File: src/rtl/pulse_train_gen.sv
// rtl/pulse_train_gen.sv - multi-channel counted/continuous pulse train generator with shared prescaler
module pulse_train_gen #(
   parameter int N_CH       = 4,
   parameter int CNT_W      = 4,
   parameter int PRESCALE_W = 8
) (
   input  logic                    clk,
   input  logic                    rst,
   input  logic [PRESCALE_W-1:0]   prescale_div,
   input  logic [N_CH-1:0]         start,
   input  logic [N_CH-1:0]         abort,
   input  logic [N_CH-1:0]         repeat_en,
   input  logic [N_CH*CNT_W-1:0]   num_pulses,
   output logic [N_CH-1:0]         pulse_out,
   output logic [N_CH-1:0]         busy,
   output logic [N_CH-1:0]         done
);

   typedef enum logic [1:0] {
      S_IDLE  = 2'd0,
      S_ARMED = 2'd1,
      S_HIGH  = 2'd2,
      S_LOW   = 2'd3
   } ch_state_t;

   logic [PRESCALE_W-1:0] pre_cnt;
   logic                  tick;

   // >= rather than == so a lowered divide takes effect without waiting for a wrap
   assign tick = (pre_cnt >= prescale_div);

   // Shared prescaler: free-running counter that restarts after every tick
   always_ff @(posedge clk) begin
      if (rst) begin
         pre_cnt <= '0;
      end else if (tick) begin
         pre_cnt <= '0;
      end else begin
         pre_cnt <= pre_cnt + PRESCALE_W'(1);
      end
   end

   for (genvar g = 0; g < N_CH; g++) begin : g_ch
      ch_state_t        state, state_nxt;
      logic [CNT_W-1:0] rem, rem_nxt;
      logic [CNT_W-1:0] lat_cnt, lat_cnt_nxt;
      logic             lat_rep, lat_rep_nxt;
      logic             done_q, done_nxt;
      logic             ch_pulse, ch_busy;
      logic [CNT_W-1:0] num;

      assign num = num_pulses[g*CNT_W +: CNT_W];

      // Channel state and datapath registers
      always_ff @(posedge clk) begin
         if (rst) begin
            state   <= S_IDLE;
            rem     <= '0;
            lat_cnt <= '0;
            lat_rep <= 1'b0;
            done_q  <= 1'b0;
         end else begin
            state   <= state_nxt;
            rem     <= rem_nxt;
            lat_cnt <= lat_cnt_nxt;
            lat_rep <= lat_rep_nxt;
            done_q  <= done_nxt;
         end
      end

      // Next-state: abort dominates, otherwise advance only on the shared tick
      always_comb begin
         state_nxt   = state;
         rem_nxt     = rem;
         lat_cnt_nxt = lat_cnt;
         lat_rep_nxt = lat_rep;
         done_nxt    = 1'b0;
         if (state == S_IDLE) begin
            if (start[g] && !abort[g] && (num != '0)) begin
               state_nxt   = S_ARMED;
               rem_nxt     = num;
               lat_cnt_nxt = num;
               lat_rep_nxt = repeat_en[g];
            end
         end else if (abort[g]) begin
            state_nxt = S_IDLE;
         end else if (tick) begin
            case (state)
               S_ARMED: state_nxt = S_HIGH;
               S_HIGH: begin
                  state_nxt = S_LOW;
                  rem_nxt   = rem - CNT_W'(1);
               end
               S_LOW: begin
                  if (rem != '0) begin
                     state_nxt = S_HIGH;
                  end else if (lat_rep) begin
                     state_nxt = S_HIGH;
                     rem_nxt   = lat_cnt;
                  end else begin
                     state_nxt = S_IDLE;
                     done_nxt  = 1'b1;
                  end
               end
               default: state_nxt = S_IDLE;
            endcase
         end
      end

      // Outputs decoded from the registered state
      always_comb begin
         ch_pulse = (state == S_HIGH);
         ch_busy  = (state != S_IDLE);
      end

      assign pulse_out[g] = ch_pulse;
      assign busy[g]      = ch_busy;
      assign done[g]      = done_q;
   end

endmodule

File: config.mk
export PLATFORM = sky130hd
export DESIGN_NAME = pulse_train_gen
export DESIGN_NICKNAME = d
export VERILOG_FILES = /design/src/rtl/pulse_train_gen.sv
export SDC_FILE = /design/constraint.sdc
export NUM_CORES = 1
export LEC_CHECK = 0
export CORE_UTILIZATION = 55
export DETAILED_ROUTE_END_ITERATION = 10
export PLACE_DENSITY = 0.86
export SLEW_MARGIN = 30
export SYNTH_ARGS = -nofsm -noshare
export SYNTH_HDL_FRONTEND = slang
export SYNTH_SLANG_ARGS = --single-unit
export TNS_END_PERCENT = 5
File: constraint.sdc
create_clock -name clk -period 2.2 [get_ports clk]
set_input_delay 0.33 -clock clk [delete_from_list [all_inputs] [get_ports clk]]
set_output_delay 0.33 -clock clk [all_outputs]
set_load 0.05 [all_outputs]
==> qor.txt <==
clk sinks = 56
Req. time, crit path = 2.43 ns
Detailed Place HPWL = 5970 um
ys flop type = dfxtp_1
reg2reg start = pre_cnt[3]$_SDFF_PP0_
synthesis-to-finish area growth = 23.5%
total inserted antenna cells = 0
Placed Area = 4200 sq um
vias in the first global route = 3162
H-tree Lvls = 2
I/O Buffers = 49
Worst Hold End = g_ch[3].lat_cnt[0]$_SDFFE_PP0P_
# nets final = 516
Initial DRC Count = 255
Final Max Slew Viols = 0
CTS Hold Buffers Added = 0
via count = 3172
Critical Path End Type = register
max incr delay on CP = 0.46 ns
RSZ-0062 raised after global routing = true
Worst Path Max Fanout = 5
chip width = 82.8 um
VDD IR max = 0.434 mV
cells after synthesis = 409
fin crit share = 99.8%
cell area after synthesis = 3590 sq um
Min Clock Period, post-route = 2.20 ns
TritonRoute pass-1 iters = 4
P_leak = 0.00179 uW
Clk network pwr share = 25.5%
ys async rst share = 0%
largest net degree at the start of global routing = 27
later-pin clock latency in the skew report = 0.32 ns
Int Power = 1530 uW
Die Y = 82.8 um
Initial Utilization = 56.9%
core area = 6310 sq um
part of the power in registers = 50.8%
hold path start = rst
drt drc = 0
gp weighted congestion = 0.840
Root Buffer = clkbuf_8
power density cells = 491 nW/um^2
crit-path cells = clkdlybuf4s50_1 > inv_1 > ha_4 > nand3_4 > o31a_1 > buf_12 > a211o_4 > a221oi_2
Routed WL per cell = 16.6 um
io pins = 50
critical path class = input port to register
final setup fails = 0
status = finished, final reports clean
Yosys reg bits = 56
total CTS buffers = 5
total power = 2180 uW
cell taking the most area after synthesis = dfxtp_1
DRT Wirelength = 8910 um
total global-route track usage = 26.5%
Switching Share = 29.6%
Place WS = -0.390 ns
share of cells above drive strength 1 = 20.4%
gr ovfl total = 0
initial antenna violation count = 0
Post-synth EDFFs = 0
# rows = 29
CP arrival = 2.43 ns
global-route wire length before repair = 15000 um
Critical Path Source Type = input port
clk_skew = 0.00890 ns
syn nets = 464
clock-pin slew on the worst setup and hold paths = 0.10 ns
Final ANT Viol Nets = 0
Fillers = 477
Post-Route Utilization = 70.3%
Slew HR = 56.7%
yosys warns = 0
Mapped Avg Cell Area = 8.79 sq um
final count of hold timing violations = 0
Slew @ Worst Pin = 0.644 ns
post-route cell area = 4440 sq um
clk buf depth = 2
Synth area leaders = dfxtp_1 (31%), mux2i_1 (11%), ha_1 (5.9%), nand2_1 (3.8%), nor2_1 (3.3%)
switching power = 645 uW
top cell type's share of synthesized area = 31.2%
Hold Path Class = input port to register
Logic pwr share = 23.7%
Worst Hold Path Cells = 2
max-cap viol count = 0
Register-to-Register Setup Slack = 0.05 ns
CP max stage cell = clkdlybuf4s50_1
routed vias/inst = 5.90
fmax = 455 MHz
reg2reg path depth = 7
R2R Path End = g_ch[2].state[0]$_SDFFE_PP0P_
die area = 6860 sq um
final worst slack = 0.00365 ns
register area share after synthesis = 31.2%
Yosys cell types = 59
CTS tree = done
[timing repair]
action                                  4_1_cts  5_1_grt
endpoints found under the setup margin       15       31
pin swaps                                     7        7
cloned                                        2        0
resized for setup                            13       12
buffers inserted                              4        1
[worst max-delay path by stage]
stage | slack [ns] | to | start | cells after the start
after floorplan | 0.25 | g_ch[3].rem[1]$_SDFFE_PP0P_ | pre_cnt[0]$_SDFF_PP0_ | 8
after global placement | -0.36 | g_ch[0].state[1]$_SDFFE_PP0P_ | prescale_div[2] | 9
after detailed placement | -0.39 | g_ch[0].state[1]$_SDFFE_PP0P_ | prescale_div[3] | 9
after CTS | 0.002 | g_ch[2].rem[1]$_SDFFE_PP0P_ | prescale_div[3] | 9
after global routing | -0.04 | g_ch[2].rem[1]$_SDFFE_PP0P_ | prescale_div[6] | 8
final | 0.004 | g_ch[3].rem[1]$_SDFFE_PP0P_ | prescale_div[6] | 8
[state kept, by name (all words and copies together), names as in the netlist]
signal        flops
g_ch.lat_rep      4
g_ch.state        8
pre_cnt           8
g_ch.done_q       4
g_ch.rem         16
g_ch.lat_cnt     16
[power by group through the flow]
stage | Combinational (uW) | Clock [uW] | Sequential, uW
floorplan | 311 | 0 | 1110
global placement | 447 | 0 | 1130
detailed placement | 465 | 0 | 1130
CTS | 503 | 557 | 1110
global route | 561 | 603 | 1110
finish | 516 | 556 | 1110
[cells in the final DEF, fill, tap and decap left out, drive strengths merged, types with 2 or more instances in the layout]
cell type      netlist  final
a21o                 2      2
o21ai               12     12
ha                  17     17
and3                 3      3
clkbuf              15      6
dfxtp               56     56
xor2                10     10
or2                  7      7
nand2b               3      3
a21oi               18     18
nor4                 7      7
o22ai                6      6
mux2i               39     39
clkdlybuf4s50        0     36
nor3b                5      5
a2111oi              6      6
nand4bb              2      2
a31oi                5      5
o31a                 4      4
a211o                2      2
nor3                15     15
nor4b                4      4
or3                  3      3
inv                 28     28
nand3b               6      6
dlymetal6s2s         0      4
o31ai                4      5
nand3                6      6
buf                 21     40
a211oi              10     10
nor2b                8      8
a311oi               2      2
clkinv               1      2
nand2               37     37
nor2                33     33
a221oi               2      2
o221a                2      2
xnor2                2      2
[cells by family after synthesis]
group                      count (synthesis)  synth area share, %
muxes                                     39                 10.9
DFF                                       56                 31.2
adders and majority gates                 17                 5.92
buffers and inverters                     65                 8.95
and+or+nand+nor                          143                 23.0
xor gates and xnor gates                  12                 2.92
AOI/OAI and AO/OA                         77                 17.2
[layout make-up]
cell class,count,area [sq um],share of cell area [%]
sequential,56,1120,25.3
inverter,29,109,2.45
tap,77,96.3,2.17
timing repair buffer,80,766,17.2
clock buffer,6,72.6,1.63
multi-input combinational,289,2270,51.1
clock inverter,1,5.00,0.113
[synthesized netlist by cell type (3+ instances only)]
library cell   n
nand2_1       36
mux2i_1       39
nor3_1         7
o21ai_0       11
a31oi_1        5
xor2_1        10
nor2b_1        8
nor3b_1        5
o31ai_1        3
nand3b_1       6
a2111oi_2      3
or2_2          5
nor4_1         6
nand2b_1       3
inv_1         28
buf_4         12
nor3_2         8
buf_1          3
dfxtp_1       56
ha_1          17
and3_1         3
a211oi_1       9
buf_6          4
nor2_1        32
o22ai_1        6
a21oi_1       16
clkbuf_1      15
nand3_1        6
o31a_1         4
[layer usage]
metal	GRT usage, %	wire length (um)
met2	46.9	4520
met1	32.3	3750
met3	4.08	416
met5	0	0
met4	9.87	231
[worst max-delay path: cells and delay by family]
family,cells,cell delay (ns)
buf+inv,3,0.70
compound gates,3,0.98
simple gates,1,0.12
fa+ha+maj,1,0.28
[through the flow]
stage | hold WS [ns] | setup TNS [ns] | instances
after CTS | 0.427 | 0 | 538
after detailed placement | 0.481 | -10.49 | 525
after floorplan | 0.399 | 0 | 409
after global placement | 0.466 | -8.75 | 525
after global routing | 0.433 | -0.0660 | 538
final | 0.439 | 0 | 538
(Power assumes the default switching activity.)
